[src/rtl/vram_console_writer.sv]
// Character-stream writer for the text-mode VRAM write port.
// Turns an ASCII byte stream into single-cycle VRAM word writes and tracks
// the cursor. Line advances wrap to the top and blank the entered line, so
// the block never reads VRAM back.
module vram_console_writer #(
  parameter int          COLS       = 50,
  parameter int          ROWS       = 15,
  parameter logic [7:0]  RESET_ATTR = 8'h0F
) (
  input  logic        clk_sys,
  input  logic        reset,
  input  logic        in_valid,
  input  logic [7:0]  in_char,
  input  logic [7:0]  in_attr,
  output logic        in_ready,
  output logic        ram_ce,
  output logic [11:0] ram_addr,
  output logic [15:0] ram_data,
  output logic [7:0]  cur_col,
  output logic [7:0]  cur_row
);

  localparam logic [1:0] ST_CLEAR_ALL = 2'd0;
  localparam logic [1:0] ST_IDLE      = 2'd1;
  localparam logic [1:0] ST_WRITE     = 2'd2;
  localparam logic [1:0] ST_CLEAR_ROW = 2'd3;

  // 13 bits so a full 4096-cell screen count is representable.
  localparam logic [12:0] SCREEN_LEN = 13'(COLS * ROWS);
  localparam logic [12:0] ROW_LEN    = 13'(COLS);
  localparam logic [11:0] ROW_STEP   = 12'(COLS);
  localparam logic [7:0]  LAST_COL   = 8'(COLS - 1);
  localparam logic [7:0]  LAST_ROW   = 8'(ROWS - 1);

  logic [1:0]  state;
  logic [7:0]  col;
  logic [7:0]  row;
  logic [11:0] row_base;   // row * COLS, maintained incrementally
  logic [12:0] clr_cnt;
  logic [7:0]  attr;       // attribute used for blanking
  logic        wrap;       // pending row clear after the current char write

  logic [7:0]  row_nx;
  logic [11:0] base_nx;
  logic [12:0] clr_len;
  logic [11:0] clr_addr;
  logic        printable;

  // Next-row position, clear length/address for the active clear mode.
  always_comb begin
    row_nx    = (row == LAST_ROW) ? 8'd0  : row + 8'd1;
    base_nx   = (row == LAST_ROW) ? 12'd0 : row_base + ROW_STEP;
    clr_len   = (state == ST_CLEAR_ALL) ? SCREEN_LEN : ROW_LEN;
    clr_addr  = (state == ST_CLEAR_ALL) ? clr_cnt[11:0] : row_base + clr_cnt[11:0];
    printable = (in_char >= 8'h20) && (in_char <= 8'h7E);
  end

  assign in_ready = (state == ST_IDLE);
  assign cur_col  = col;
  assign cur_row  = row;

  // Main FSM: byte decode, cursor tracking and registered VRAM write port.
  // Every clear sequence starts issuing on its entry edge and spends one
  // trailing cycle with clr_cnt == clr_len before handing back to IDLE.
  always_ff @(posedge clk_sys or negedge reset) begin
    if (!reset) begin
      state    <= ST_CLEAR_ALL;
      col      <= 8'd0;
      row      <= 8'd0;
      row_base <= 12'd0;
      clr_cnt  <= 13'd0;
      attr     <= RESET_ATTR;
      wrap     <= 1'b0;
      ram_ce   <= 1'b0;
      ram_addr <= 12'd0;
      ram_data <= 16'd0;
    end else begin
      ram_ce <= 1'b0;
      case (state)
        ST_CLEAR_ALL, ST_CLEAR_ROW: begin
          if (clr_cnt == clr_len) begin
            state <= ST_IDLE;
          end else begin
            ram_ce   <= 1'b1;
            ram_addr <= clr_addr;
            ram_data <= {attr, 8'h20};
            clr_cnt  <= clr_cnt + 13'd1;
          end
        end
        ST_WRITE: begin
          if (wrap) begin
            // Cursor already points at the new row; blank its first cell now.
            ram_ce   <= 1'b1;
            ram_addr <= row_base;
            ram_data <= {attr, 8'h20};
            clr_cnt  <= 13'd1;
            state    <= ST_CLEAR_ROW;
          end else begin
            state <= ST_IDLE;
          end
        end
        default: begin
          if (in_valid) begin
            if (printable) begin
              ram_ce   <= 1'b1;
              ram_addr <= row_base + {4'd0, col};
              ram_data <= {in_attr, 1'b0, in_char[6:0]};
              attr     <= in_attr;
              state    <= ST_WRITE;
              if (col == LAST_COL) begin
                col      <= 8'd0;
                row      <= row_nx;
                row_base <= base_nx;
                wrap     <= 1'b1;
              end else begin
                col  <= col + 8'd1;
                wrap <= 1'b0;
              end
            end else begin
              case (in_char)
                8'h0A: begin
                  col      <= 8'd0;
                  row      <= row_nx;
                  row_base <= base_nx;
                  attr     <= in_attr;
                  ram_ce   <= 1'b1;
                  ram_addr <= base_nx;
                  ram_data <= {in_attr, 8'h20};
                  clr_cnt  <= 13'd1;
                  state    <= ST_CLEAR_ROW;
                end
                8'h0D: col <= 8'd0;
                8'h08: if (col != 8'd0) col <= col - 8'd1;
                8'h0C: begin
                  col      <= 8'd0;
                  row      <= 8'd0;
                  row_base <= 12'd0;
                  attr     <= in_attr;
                  ram_ce   <= 1'b1;
                  ram_addr <= 12'd0;
                  ram_data <= {in_attr, 8'h20};
                  clr_cnt  <= 13'd1;
                  state    <= ST_CLEAR_ALL;
                end
                default: ;
              endcase
            end
          end
        end
      endcase
    end
  end

endmodule

[config.mk]
export PLATFORM = sky130hd
export DESIGN_NAME = vram_console_writer
export DESIGN_NICKNAME = d
export VERILOG_FILES = /design/src/rtl/vram_console_writer.sv
export SDC_FILE = /design/constraint.sdc
export NUM_CORES = 1
export LEC_CHECK = 0
export ABC_AREA = 1
export ABC_CLOCK_PERIOD_IN_PS = 3460
export CORE_AREA = 5 5 107 109
export CTS_CLUSTER_SIZE = 16
export DETAILED_ROUTE_END_ITERATION = 16
export DIE_AREA = 0 0 112 114
export PLACE_DENSITY = 0.95
export SLEW_MARGIN = 20
export SYNTH_ARGS = -nofsm -noshare
export SYNTH_HDL_FRONTEND = slang
export SYNTH_SLANG_ARGS = --single-unit
[constraint.sdc]
create_clock -name clk_sys -period 3.46 [get_ports clk_sys]
set_input_delay 0.865 -clock clk_sys [delete_from_list [all_inputs] [get_ports clk_sys]]
set_output_delay 0.865 -clock clk_sys [all_outputs]
set_load 0.01 [all_outputs]
==> results.toml <==
[status]
status = "finished clean"

[floorplan]
io_pins = 65
die_w_microns = 112
die-area_sq_um = 12800
die_h_microns = 114
num_rows = 38
core-area_sq_um = 10500
initial_core_util_pct = 58.5

[synthesis]
syn_inst = 905
synth-seq-cells = 80
synth-warning-count = 0
yosysSeqAreaShare_pct = 32.6
syn-num-nets = 957
yosysTopAreaCellShare_pct = 30.9
synth-edff-count = 0
synthArstFlopShare_pct = 100
mappedNetlistArea_sq_um = 6150
synth_area_leaders = "dfrtp_1, nand2_1, inv_1, ha_1, nand3_1"
yosys.area.top_type = "dfrtp_1"
ys.flop_type = "dfrtp_1"
synth_area_per_cell_sq_um = 6.80
synth_cell_types = 46

[timing]
skew_ns = 0.0141
worst_pin_slew_ns = 0.752
slew_headroom_pct = 49.9
fin_crit_ns = 2.56
max_freq_ghz = 0.390
fin_crit_sh_pct = 74.1
setup_slack_ns = 0.897
tns_ns = 0
slew_viol_final = 0
rsz0062_at_grt = "no"
final_hold_viol_count = 0
hold_slack_ns = 0.476
setup_viol = 0

[placement]
place.gp.congestion = 0.936
place_ws_ns = 0.560
dpl.hpwl_microns = 12000
place.port_buffers = 63

[clock_network]
h-tree-depth = 3
cts_buffer_depth = 2
cts_tree = "built"
cts.sinks = 80
clk-insertion-delay-late_ns = 0.36
clkTransAtPathRegs_ns = 0.09
postCtsSetupRepairBufs = 0
cts_resized = 0
root_buffer = "clkbuf_8"
numCtsBuffers = 9
cts_hold_buf = 0

[critical_path]
worstPathCellList = "clkdlybuf4s50_1 -> nand2_1 -> inv_1 -> nand4_1 -> nand3_2 -> inv_2 -> nand2_1 -> nand3_1 -> o31ai_1"
cp_max_fo = 13
cpPeakStageDelay_ns = 0.49
reg2reg_slack_ns = 0.93
critPathKind = "input pin to register"
setup.worst_path.end_class = "register"
cpMaxStageDelayCell = "clkdlybuf4s50_1"
start_kind = "input pin"
crit_top_cell = "nand2_1"
r2r_cells = 11
crit_arrival_ns = 2.82
critPathRequiredTime_ns = 3.72

[final_layout]
drive_gt1_share_pct = 6.63
fin_util_pct = 67.3
n_antenna_cell = 0
syn_to_final_growth_pct = 15.0
final_nets = 1013

[hold_path]
hold_path_class = "register to register"
hold_depth = 2

[detailed_routing]
drt-initial-drc-count = 509
viasPerCell = 5.63
wirelength_microns = 16000
vias = 6224
wire_per_inst_microns = 14.5
antenna_left = 0
drt_first_pass_iters = 6
route.detailed.drc = 0

[power_and_ir_drop]
ir_drop_mv = 0.204
power_leakage_nw = 3.51
power_per_cell_area_nw_per_um2 = 255

[grt]
grt_pass1_vias = 5863
grt_util_all_layers_pct = 25.4
antenna_found_initial = 0
grt_pass1_wl_microns = 26700
grt_overflow_total = 0
grt_max_degree = 81

[flow_run]
maxCapViolCount = 0
[layer usage]
layer / up-vias / routed length, microns / GRT usage, %
met5: - / 0 / 0
met4: 0 / 461 / 9.70
met3: 44 / 1430 / 6.26
met2: 312 / 7400 / 42.0
met1: 2829 / 6750 / 32.5
li1: 3039 / - / -
[report_power, final]
part | internal [mW] | leakage (nW) | switching, mW
combinational | 0.0278 | 2.54 | 0.0502
sequential | 0.934 | 0.855 | 0
clock | 0.430 | 0.117 | 0.364
total | 1.39 | 3.51 | 0.415
[critical path, delay by kind of cell]
kind / cells / cell delay (ns)
AOI/OAI and AO/OA: 1 / 0.39
and+or+nand+nor: 5 / 0.85
buffers and inverters: 3 / 0.71
[state kept, by name (all words and copies together), names as in the netlist]
name,count
cur_row,8
cur_col,8
ram_addr,12
attr,8
clr_cnt,13
state,2
ram_data,15
row_base,12
wrap,1
ram_ce,1
[cell usage after synthesis (2+ instances only)]
library cell,number
o21ai_0,38
nand3b_1,2
o21a_1,3
nand4_1,11
nor2_2,4
fa_1,2
xnor2_1,3
nor2_1,80
nor4_1,3
nand2_4,2
nor2_4,2
o31ai_1,4
ha_1,31
inv_1,108
o211ai_1,12
a31oi_1,3
buf_4,4
nand2_1,289
a21oi_1,42
buf_2,4
xor2_1,23
clkbuf_1,8
a21o_1,2
nand3_1,73
nand3_2,2
o21ai_1,6
o22ai_1,9
dfrtp_1,76
nor3_1,13
dfstp_2,4
a22oi_1,2
buf_6,6
o21ai_2,9
inv_2,6
nand2_2,8
[worst paths after layout]
path	from	endpoint
setup / recovery	in_char[3]	cur_row[7]
hold reg to reg	attr[3]	attr[3]
min in group asynchronous	reset	ram_addr[5]
hold / removal	attr[3]	attr[3]
max in group asynchronous	reset	cur_row[3]
setup reg to reg	state[0]	clr_cnt[8]
[stage by stage]
stage / std cells / area, sq um / power (mW)
after floorplan: 905 / 6150 / 0.982
after global placement: 1090 / 6840 / 1.03
after detailed placement: 1090 / 6840 / 1.03
after CTS: 1106 / 7070 / 1.82
after global routing: 1106 / 7070 / 1.87
final: 1106 / 7070 / 1.81
[layout make-up]
type	count	area (sq um)
Clock inverter	6	91.3
Inverter	115	434
Tap cell	140	175
Fill cell	864	3430
Clock buffer	10	138
Sequential cell	80	2010
Multi-Input combinational cell	687	3560
Timing Repair Buffer	68	669
[logic make-up after synthesis]
logic type / Yosys count / synth area share, %
other: 1 / 0.0610
AOI/OAI and AO/OA: 134 / 13.0
and+or+nand+nor: 493 / 34.1
buffers and inverters: 138 / 9.52
adders and majority gates: 33 / 6.96
DFF: 80 / 32.6
xor gates and xnor gates: 26 / 3.70
[cell usage in the layout, fill, tap and decap left out, types with 4 or more instances in the layout]
| cell | n |
|---|---|
| nor2_1 | 80 |
| dfstp_2 | 4 |
| nand3_1 | 73 |
| ha_1 | 31 |
| o22ai_1 | 9 |
| a21oi_1 | 42 |
| o211ai_1 | 12 |
| clkbuf_8 | 10 |
| dfrtp_1 | 76 |
| o31ai_1 | 4 |
| inv_1 | 108 |
| xor2_1 | 23 |
| nand2_1 | 289 |
| nor3_1 | 13 |
| clkdlybuf4s50_1 | 62 |
| o21ai_1 | 6 |
| buf_4 | 5 |
| nand2_2 | 8 |
| nand4_1 | 11 |
| o21ai_2 | 9 |
| inv_2 | 6 |
| o21ai_0 | 38 |
| nor2_2 | 4 |
Power figures use the tool's default switching activity.
